### src/rtl/iob_uart_fifo_pkg.sv
// Shared definitions for the UART receive FIFO.
// Contents:
//   IOB_UART_RX_FIFO_DEPTH_LOG2 - default log2 of FIFO depth
//   rxf_state_e                 - drain FSM state encodings
//   RXF_HOLD_CYCLES             - cycles spent in HOLD after each POP
package iob_uart_fifo_pkg;

    localparam int IOB_UART_RX_FIFO_DEPTH_LOG2 = 4;

    typedef enum logic [1:0] {
        RXF_IDLE = 2'd0,
        RXF_POP  = 2'd1,
        RXF_HOLD = 2'd2
    } rxf_state_e;

    // HOLD gives uart_core time to drop rx_ready before it is sampled again.
    localparam logic [1:0] RXF_HOLD_CYCLES = 2'd2;

endpackage

### src/rtl/iob_uart_fifo_mem.sv
// Register file backing the UART receive FIFO.
// One synchronous write port, one asynchronous read port. No reset: stale
// contents are never visible because the read side masks empty slots.
// Ports:
//   clk_i    in  clock
//   we_i     in  write enable
//   waddr_i  in  write address
//   wdata_i  in  write data
//   raddr_i  in  read address
//   rdata_o  out read data (combinational)
module iob_uart_fifo_mem #(
    parameter int DATA_W = 8,
    parameter int ADDR_W = 4
) (
    input  logic              clk_i,
    input  logic              we_i,
    input  logic [ADDR_W-1:0] waddr_i,
    input  logic [DATA_W-1:0] wdata_i,
    input  logic [ADDR_W-1:0] raddr_i,
    output logic [DATA_W-1:0] rdata_o
);

    logic [DATA_W-1:0] mem_q [2**ADDR_W];

    always_ff @(posedge clk_i) begin
        if (we_i) begin
            mem_q[waddr_i] <= wdata_i;
        end
    end

    assign rdata_o = mem_q[raddr_i];

endmodule

### src/rtl/iob_uart_rx_fifo.sv
// Receive-side buffer sitting directly behind uart_core.
// A small drain FSM (IDLE -> POP -> HOLD) pulls each received byte out of the
// core and pushes it into a show-ahead FIFO; a sticky flag records dropped
// bytes.
// Ports:
//   clk_i, rst_i, rst_soft_i  clock, synchronous active-high resets
//   uart_rx_ready_i/data_i    byte-available flag and data from uart_core
//   uart_read_en_o            1-cycle read strobe back to uart_core
//   rd_en_i, rd_data_o        consumer pop request and head-of-FIFO data
//   empty_o, full_o, level_o  occupancy status
//   overflow_o, clr_overflow_i sticky drop flag and its clear
// Handshake: the core holds rx_ready_i high while a byte is pending; a byte is
// taken exactly in the cycle uart_read_en_o is high. On the consumer side a
// pop happens on any cycle with rd_en_i=1 and empty_o=0; rd_data_o shows the
// head before the pop.
module iob_uart_rx_fifo
    import iob_uart_fifo_pkg::*;
#(
    parameter int DATA_W     = 8,
    parameter int DEPTH_LOG2 = IOB_UART_RX_FIFO_DEPTH_LOG2
) (
    input  logic                  clk_i,
    input  logic                  rst_i,
    input  logic                  rst_soft_i,
    input  logic                  uart_rx_ready_i,
    input  logic [DATA_W-1:0]     uart_rx_data_i,
    output logic                  uart_read_en_o,
    input  logic                  rd_en_i,
    output logic [DATA_W-1:0]     rd_data_o,
    output logic                  empty_o,
    output logic                  full_o,
    output logic [DEPTH_LOG2:0]   level_o,
    output logic                  overflow_o,
    input  logic                  clr_overflow_i
);

    localparam int PTR_W = DEPTH_LOG2 + 1;
    localparam logic [PTR_W-1:0] FULL_LEVEL = PTR_W'(2**DEPTH_LOG2);

    logic             rst;
    logic [PTR_W-1:0] wptr_q, wptr_d;
    logic [PTR_W-1:0] rptr_q, rptr_d;
    logic [PTR_W-1:0] level;
    logic             empty, full;
    logic             pop, push, drop, slot_free, in_pop;
    rxf_state_e       state_q;
    logic [1:0]       hold_cnt_q;
    logic             read_en_q;
    logic             overflow_q;
    logic [DATA_W-1:0] mem_rdata;

    assign rst = rst_i | rst_soft_i;

    // Extra pointer bit distinguishes full from empty; modular subtraction
    // gives the occupancy directly.
    assign level = wptr_q - rptr_q;
    assign empty = (level == '0);
    assign full  = (level == FULL_LEVEL);

    assign pop       = rd_en_i & ~empty;
    // A pop in the same cycle frees the slot the push needs.
    assign slot_free = ~full | pop;
    assign in_pop    = (state_q == RXF_POP);
    assign push      = in_pop & slot_free & ~rst;
    assign drop      = in_pop & ~slot_free;

    assign wptr_d = wptr_q + PTR_W'(push);
    assign rptr_d = rptr_q + PTR_W'(pop);

    always_ff @(posedge clk_i) begin
        if (rst) begin
            wptr_q <= '0;
            rptr_q <= '0;
        end else begin
            wptr_q <= wptr_d;
            rptr_q <= rptr_d;
        end
    end

    // Drain FSM; uart_read_en_o is registered and high exactly while in POP.
    always_ff @(posedge clk_i) begin
        if (rst) begin
            state_q    <= RXF_IDLE;
            hold_cnt_q <= '0;
            read_en_q  <= 1'b0;
        end else begin
            case (state_q)
                RXF_IDLE: begin
                    if (uart_rx_ready_i) begin
                        state_q   <= RXF_POP;
                        read_en_q <= 1'b1;
                    end
                end
                RXF_POP: begin
                    state_q    <= RXF_HOLD;
                    read_en_q  <= 1'b0;
                    hold_cnt_q <= RXF_HOLD_CYCLES - 2'd1;
                end
                RXF_HOLD: begin
                    if (hold_cnt_q == '0) begin
                        state_q <= RXF_IDLE;
                    end else begin
                        hold_cnt_q <= hold_cnt_q - 2'd1;
                    end
                end
                default: begin
                    state_q   <= RXF_IDLE;
                    read_en_q <= 1'b0;
                end
            endcase
        end
    end

    // Set has priority over clear so a drop is never lost.
    always_ff @(posedge clk_i) begin
        if (rst) begin
            overflow_q <= 1'b0;
        end else if (drop) begin
            overflow_q <= 1'b1;
        end else if (clr_overflow_i) begin
            overflow_q <= 1'b0;
        end
    end

    iob_uart_fifo_mem #(
        .DATA_W (DATA_W),
        .ADDR_W (DEPTH_LOG2)
    ) u_mem (
        .clk_i   (clk_i),
        .we_i    (push),
        .waddr_i (wptr_q[DEPTH_LOG2-1:0]),
        .wdata_i (uart_rx_data_i),
        .raddr_i (rptr_q[DEPTH_LOG2-1:0]),
        .rdata_o (mem_rdata)
    );

    assign uart_read_en_o = read_en_q;
    assign rd_data_o      = empty ? '0 : mem_rdata;
    assign empty_o        = empty;
    assign full_o         = full;
    assign level_o        = level;
    assign overflow_o     = overflow_q;

endmodule
### config.mk
export PLATFORM = sky130hd
export DESIGN_NAME = iob_uart_rx_fifo
export DESIGN_NICKNAME = d
export VERILOG_FILES = /design/src/rtl/iob_uart_fifo_pkg.sv /design/src/rtl/iob_uart_fifo_mem.sv /design/src/rtl/iob_uart_rx_fifo.sv
export SDC_FILE = /design/constraint.sdc
export NUM_CORES = 1
export LEC_CHECK = 0
export ABC_AREA = 1
export CAP_MARGIN = 10
export CORE_MARGIN = 5
export CORE_UTILIZATION = 40
export CTS_CLUSTER_SIZE = 28
export DETAILED_ROUTE_END_ITERATION = 16
export PLACE_DENSITY_LB_ADDON = 0.3
export SLEW_MARGIN = 10
export SYNTH_ARGS = -nofsm -noshare
export SYNTH_HDL_FRONTEND = slang
export SYNTH_SLANG_ARGS = --single-unit
### constraint.sdc
create_clock -name clk_i -period 5.2 [get_ports clk_i]
set_input_delay 1.3 -clock clk_i [delete_from_list [all_inputs] [get_ports clk_i]]
set_output_delay 1.3 -clock clk_i [all_outputs]
set_load 0.01 [all_outputs]
* After elaboration in Yosys (flattened, before gate mapping)
Memory sizes are Yosys's and may differ from the RTL's. A register that Yosys moved wholly into a read port is not among the register bits.
Index checks and enable logic that the tools add are counted.
W data, S select, Z words.
** Operators by class
- Reductions and logical operators :: 8
- Eq/ne operators :: 6
- Multiplexer cells :: 13
- Add/subtract/negate cells :: 4
- Bitwise gates (word level) :: 11
** Operator list (count)
- $add A5 B1 Y5 :: 2
- $mux W8 :: 1
- $mux W2 :: 3
- $ne A2 B2 Y1 const B :: 3
- $pmux W2 S3 :: 1
- $reduce_and A2 Y1 :: 3
- $eq A5 B5 Y1 const B :: 1
- $logic_not A5 Y1 :: 1
- $mux W1 :: 5
- $not A1 Y1 :: 5
- $sub A5 B5 Y5 :: 1
- $and A1 B1 Y1 :: 4
- $logic_not A2 Y1 :: 2
- $mux W4 :: 1
- $pmux W2 S2 :: 1
- $reduce_bool A2 Y1 :: 2
- $eq A2 B1 Y1 const B :: 1
- $eq A2 B2 Y1 const B :: 1
- $or A1 B1 Y1 :: 2
- $pmux W1 S2 :: 1
- $sub A2 B1 Y2 const B :: 1
** Storage, ports and cells
- Flip-flop bits (word level) :: 16
- Logic and storage cells :: 49
- Memories kept :: 1
- Memory bits (writable) :: 128
- Input port bits :: 14
- Output and inout port bits :: 17
** Memory list
- u_mem.mem_q :: words 16, width 8, read ports 1, clocked after Yosys merged registers in 1, wr ports 1, RTL line iob_uart_fifo_mem.sv:23 : logic [DATA_W-1:0] mem_q [2**ADDR_W];

* Logic depth before layout (Yosys ltp)
- Depth after elaboration :: 9
- Gate-level depth with buffers :: 17
- Depth with buffers taken out :: 16

* Hierarchy
Synthesis repeated with hierarchy kept, for this count alone.
** Second synthesis, totals
- Cells, all modules :: 675
- Area total of the unflattened synthesis :: 6533.8 um2
** By module, submodules not included
- iob_uart_fifo_mem :: area each 5606.6 um2, seq. area each 3843.7 um2, instances 1, cells each 543
- iob_uart_rx_fifo :: area each 927.1 um2, seq. area each 320.3 um2, instances 1, cells each 132

* Least setup slack after synthesis
OpenSTA, ideal clock, no wires.
- Path kind :: register to output
- From :: reg wptr_q[0]
- To :: out rd_data_o[0]
- Path slack :: 2.087 ns
- Path buffers :: 0
- Data required time :: 3.900 ns
- Stages on the path, launching flop included :: 9
- Data arrival time :: 1.813 ns
- Cell sequence :: dfxtp_1 inv_1 ha_1 fa_1 xnor2_1 nor2_2 nand2_1 nor2_4 nor2_1
** Between the ends
- Word-level cells in the longest chain between the ends :: 3
** RTL lines
- start: declaration :: RTL line iob_uart_rx_fifo.sv:41 : logic [PTR_W-1:0] wptr_q, wptr_d;
- start signal: assignment :: RTL line iob_uart_rx_fifo.sv:75 : wptr_q <= wptr_d;
- $sub A5 B5 Y5 :: RTL line iob_uart_rx_fifo.sv:56 : assign level = wptr_q - rptr_q;
- named net level_o[2] :: RTL line iob_uart_rx_fifo.sv:32 : output logic [DEPTH_LOG2:0] level_o,
- $logic_not A5 Y1 :: RTL line iob_uart_rx_fifo.sv:57 : assign empty = (level == '0);
- named net empty_o :: RTL line iob_uart_rx_fifo.sv:30 : output logic empty_o,
- $mux W8 :: RTL line iob_uart_rx_fifo.sv:138 : assign rd_data_o = empty ? '0 : mem_rdata;
- end: declaration :: RTL line iob_uart_rx_fifo.sv:29 : output logic [DATA_W-1:0] rd_data_o,
The timed path passes the listed nets, and every way through them passes these cells.

* Worst setup path in the final report
- From :: reg rptr_q[2]
- To :: out rd_data_o[0]
** Between the ends
- Word-level cells in the longest chain between the ends :: 3
** RTL lines
- start: declaration :: RTL line iob_uart_rx_fifo.sv:42 : logic [PTR_W-1:0] rptr_q, rptr_d;
- start signal: assignment :: RTL line iob_uart_rx_fifo.sv:76 : rptr_q <= rptr_d;
- $sub A5 B5 Y5 :: RTL line iob_uart_rx_fifo.sv:56
- $logic_not A5 Y1 :: RTL line iob_uart_rx_fifo.sv:57
- $mux W8 :: RTL line iob_uart_rx_fifo.sv:138
Every way passes these cells.

==> results.toml <==
[run_status]
status = "finished clean"

[power_and_ir_drop]
vdd_drop_max_uv = 176.2
combPwrFrac_pct = 3.4
internal-power_uw = 2041
seqPwrFrac_pct = 49.3
p_switching_uw = 516.2
switching_share_pct = 20.19
p_per_area_nw_per_um2 = 355.4
p_leak_uw = 0.002662
pwr-share-clk_pct = 47.3

[clock_tree]
cts-root-buf = "clkbuf_16"
cts_tree = "done"
post-cts-setup-buffers = 0
cts-resized-gates = 0
clk_path_buf_depth = 2
clock_latency_ns = 0.41
numClockSinks = 144
cts_buffers = 17
cts-htree-levels = 4
hold_buffers = 0
path_clk_slew_ns = 0.06

[worst_setup_path]
crit_type = "reg -> out"
worstPathArrival_ns = 3.36
reg2reg_setup_slack_ns = 1.78
r2r_cells = 10
cp-start-kind = "flip-flop"
critPathCaptureType = "output pin"
rr_startpoint = "rptr_q[2]"
crit_fanout = 13
r2r_end = "u_mem.mem_q[8][0]"
worst_ep_required_time_ns = 3.90

[floorplanning]
rows = 45
chipHeight_um = 133.9
start_util_pct = 40.56
ios = 31
die_area_um2 = 17940
die_w_um = 133.9
core_area_um2 = 15150

[global_routing]
antenna_found_initial = 0
grt_max_degree = 66
grt_pass1_wl_mm = 22.43
grt-ovfl-total = 0
grt_usage_pct = 16.35
grt_pass1_vias = 4124

[drt]
first_pass_iters = 5
routed_via_density = 5.071
routedWlPerCell_um = 17.04
drc_errors = 0
drtIter0Drc = 329
wl_mm = 13.87
vias = 4128
drtAntennaViolNets = 0

[synthesis]
synth_compound_area_share_pct = 0.8961
synthMuxAreaShare_pct = 0
synth_top_family_by_area = "simple AND/OR/NAND/NOR gates"
synthXorXnorAreaFrac_pct = 0.9980
synth_seq_cells = 144
synth_fp_nets = 607
ys_warn_count = 0
yosysSeqAreaShare_pct = 67.78
ys_types = 24
yosys.area_share.adder_pct = 2.159
synthSimpleGateAreaFrac_pct = 24.09
avgSynthCellArea_um2 = 10.54
syn_inst = 583
syn_area_um2 = 6143

[run]
drv_cap = 0

[hold_path]
min_delay_path_depth = 2
min_delay_worst_endpoint = "hold_cnt_q[1]"
min_from = "hold_cnt_q[1]"
worstHoldPathType = "reg -> reg"

[placed_design]
port_buffers = 30
place_ws_ns = 0.9801
hpwl_mm = 8.833
routabilityCongestion = 0.8230

[timing]
slew_violations = 0
fmax_mhz = 214.7
worst_slack_ns = 0.5418
whs_ns = 0.4638
skew_ns = 0.005217
finalSetupViolCount = 0
rsz0062_at_grt = "false"
finalHoldViolCount = 0
fin_crit_sh_pct = 89.58
tightest_slew_ns = 0.8992
final.setup.tns_ns = 0
maxSlewHeadroom_pct = 39.83
min_period_ns = 4.658

[layout]
area_growth_pct = 17.11
fill_cells = 1361
nets = 637
antenna_cells = 0
layout_common_cells = "190 x nand2_1, 128 x edfxtp_1, 103 x nand3_1"
layout-drive-gt1-share_pct = 6.869
mostFrequentLayoutCell = "nand2_1"
-- layout make-up --
| cell class | count | area [um^2] | area share [%] |
|---|---|---|---|
| multi-input combinational | 379 | 1729 | 24.03 |
| sequential | 144 | 4165 | 57.90 |
| tap | 188 | 235.2 | 3.270 |
| inverter | 37 | 138.9 | 1.930 |
| clock inverter | 15 | 170.2 | 2.365 |
| clock buffer | 17 | 425.4 | 5.913 |
| timing repair buffer | 34 | 330.3 | 4.591 |
-- cells in the mapped netlist, drive strengths merged --
cell type,instances,share of area [%]
or2,1,0.10
nand3,103,8.4
nand3b,2,0.24
a21oi,7,0.57
o21ai,4,0.33
clkinv,2,0.12
edfxtp,128,63
fa,1,0.33
dfxtp,16,5.2
xnor2,4,0.57
ha,9,1.8
nor2,52,3.3
nand4,1,0.20
clkbuf,6,0.37
xor2,3,0.43
nand2,192,12
buf,17,1.4
inv,35,2.1
-- worst max path at each step --
stage                         start           end  slack [ns]  cells after the start
after global placement    rptr_q[2]  rd_data_o[0]        1.10                     10
after global routing      rptr_q[2]  rd_data_o[0]        0.32                     10
after floorplan           wptr_q[0]  rd_data_o[0]        2.09                      8
after CTS                 rptr_q[2]  rd_data_o[0]        0.53                     10
final                     rptr_q[2]  rd_data_o[0]        0.54                     10
after detailed placement  rptr_q[2]  rd_data_o[0]        0.98                     10
-- metrics by stage --
step / utilization [%] / total power (uW) / instances / instance area [um^2]
2_1_floorplan: - / 1321 / 583 / 6143
3_3_place_gp: 43.57 / 1370 / 782 / 6599
3_5_place_dp: 43.57 / 1372 / 782 / 6599
4_1_cts: 47.50 / 2570 / 814 / 7194
5_1_grt: 47.50 / 2632 / 814 / 7194
6_report: 47.50 / 2557 / 814 / 7194
-- routing by layer --
metal  share of wire, %  GRT usage, %
met1                 46         22.07
met2                 48         26.73
met3                4.4         2.813
met4                1.7         5.886
met5                  0             0
-- power groups by stage --
stage	sequential (uW)	combinational, uW	clock (uW)
floorplan	1290	35.8	0
global placement	1290	84.8	0
detailed placement	1290	86.7	0
CTS	1260	86.9	1220
global route	1260	94.5	1280
finish	1260	85.9	1210
-- critical path, stage by stage, from the launching register on --
cell and delay [ns]:
dfxtp_1 0.60, clkinv_1 0.44, ha_1 0.54, nand2_1 0.08
nor2_1 0.11, nor2_1 0.06, nand2_1 0.09, nand2_2 0.10
nor2_4 0.28, nor2_1 0.13, clkdlybuf4s50_1 0.50
-- registers in the layout, indices dropped and copies added, names as in the netlist --
signal / flops
uart_read_en_o: 1
state_q: 2
hold_cnt_q: 2
rptr_q: 5
wptr_q: 5
overflow_o: 1
u_mem.mem_q: 128
-- cells by family (layout without fill, tap and decap cells) --
kind of cell | count (synthesis) | after routing
AOI/OAI and AO/OA | 11 | 11
xor gates and xnor gates | 7 | 7
adders and majority gates | 10 | 10
buffers and inverters | 60 | 103
DFF | 144 | 144
and+or+nand+nor | 351 | 351
Power figures use the tool's default switching activity.
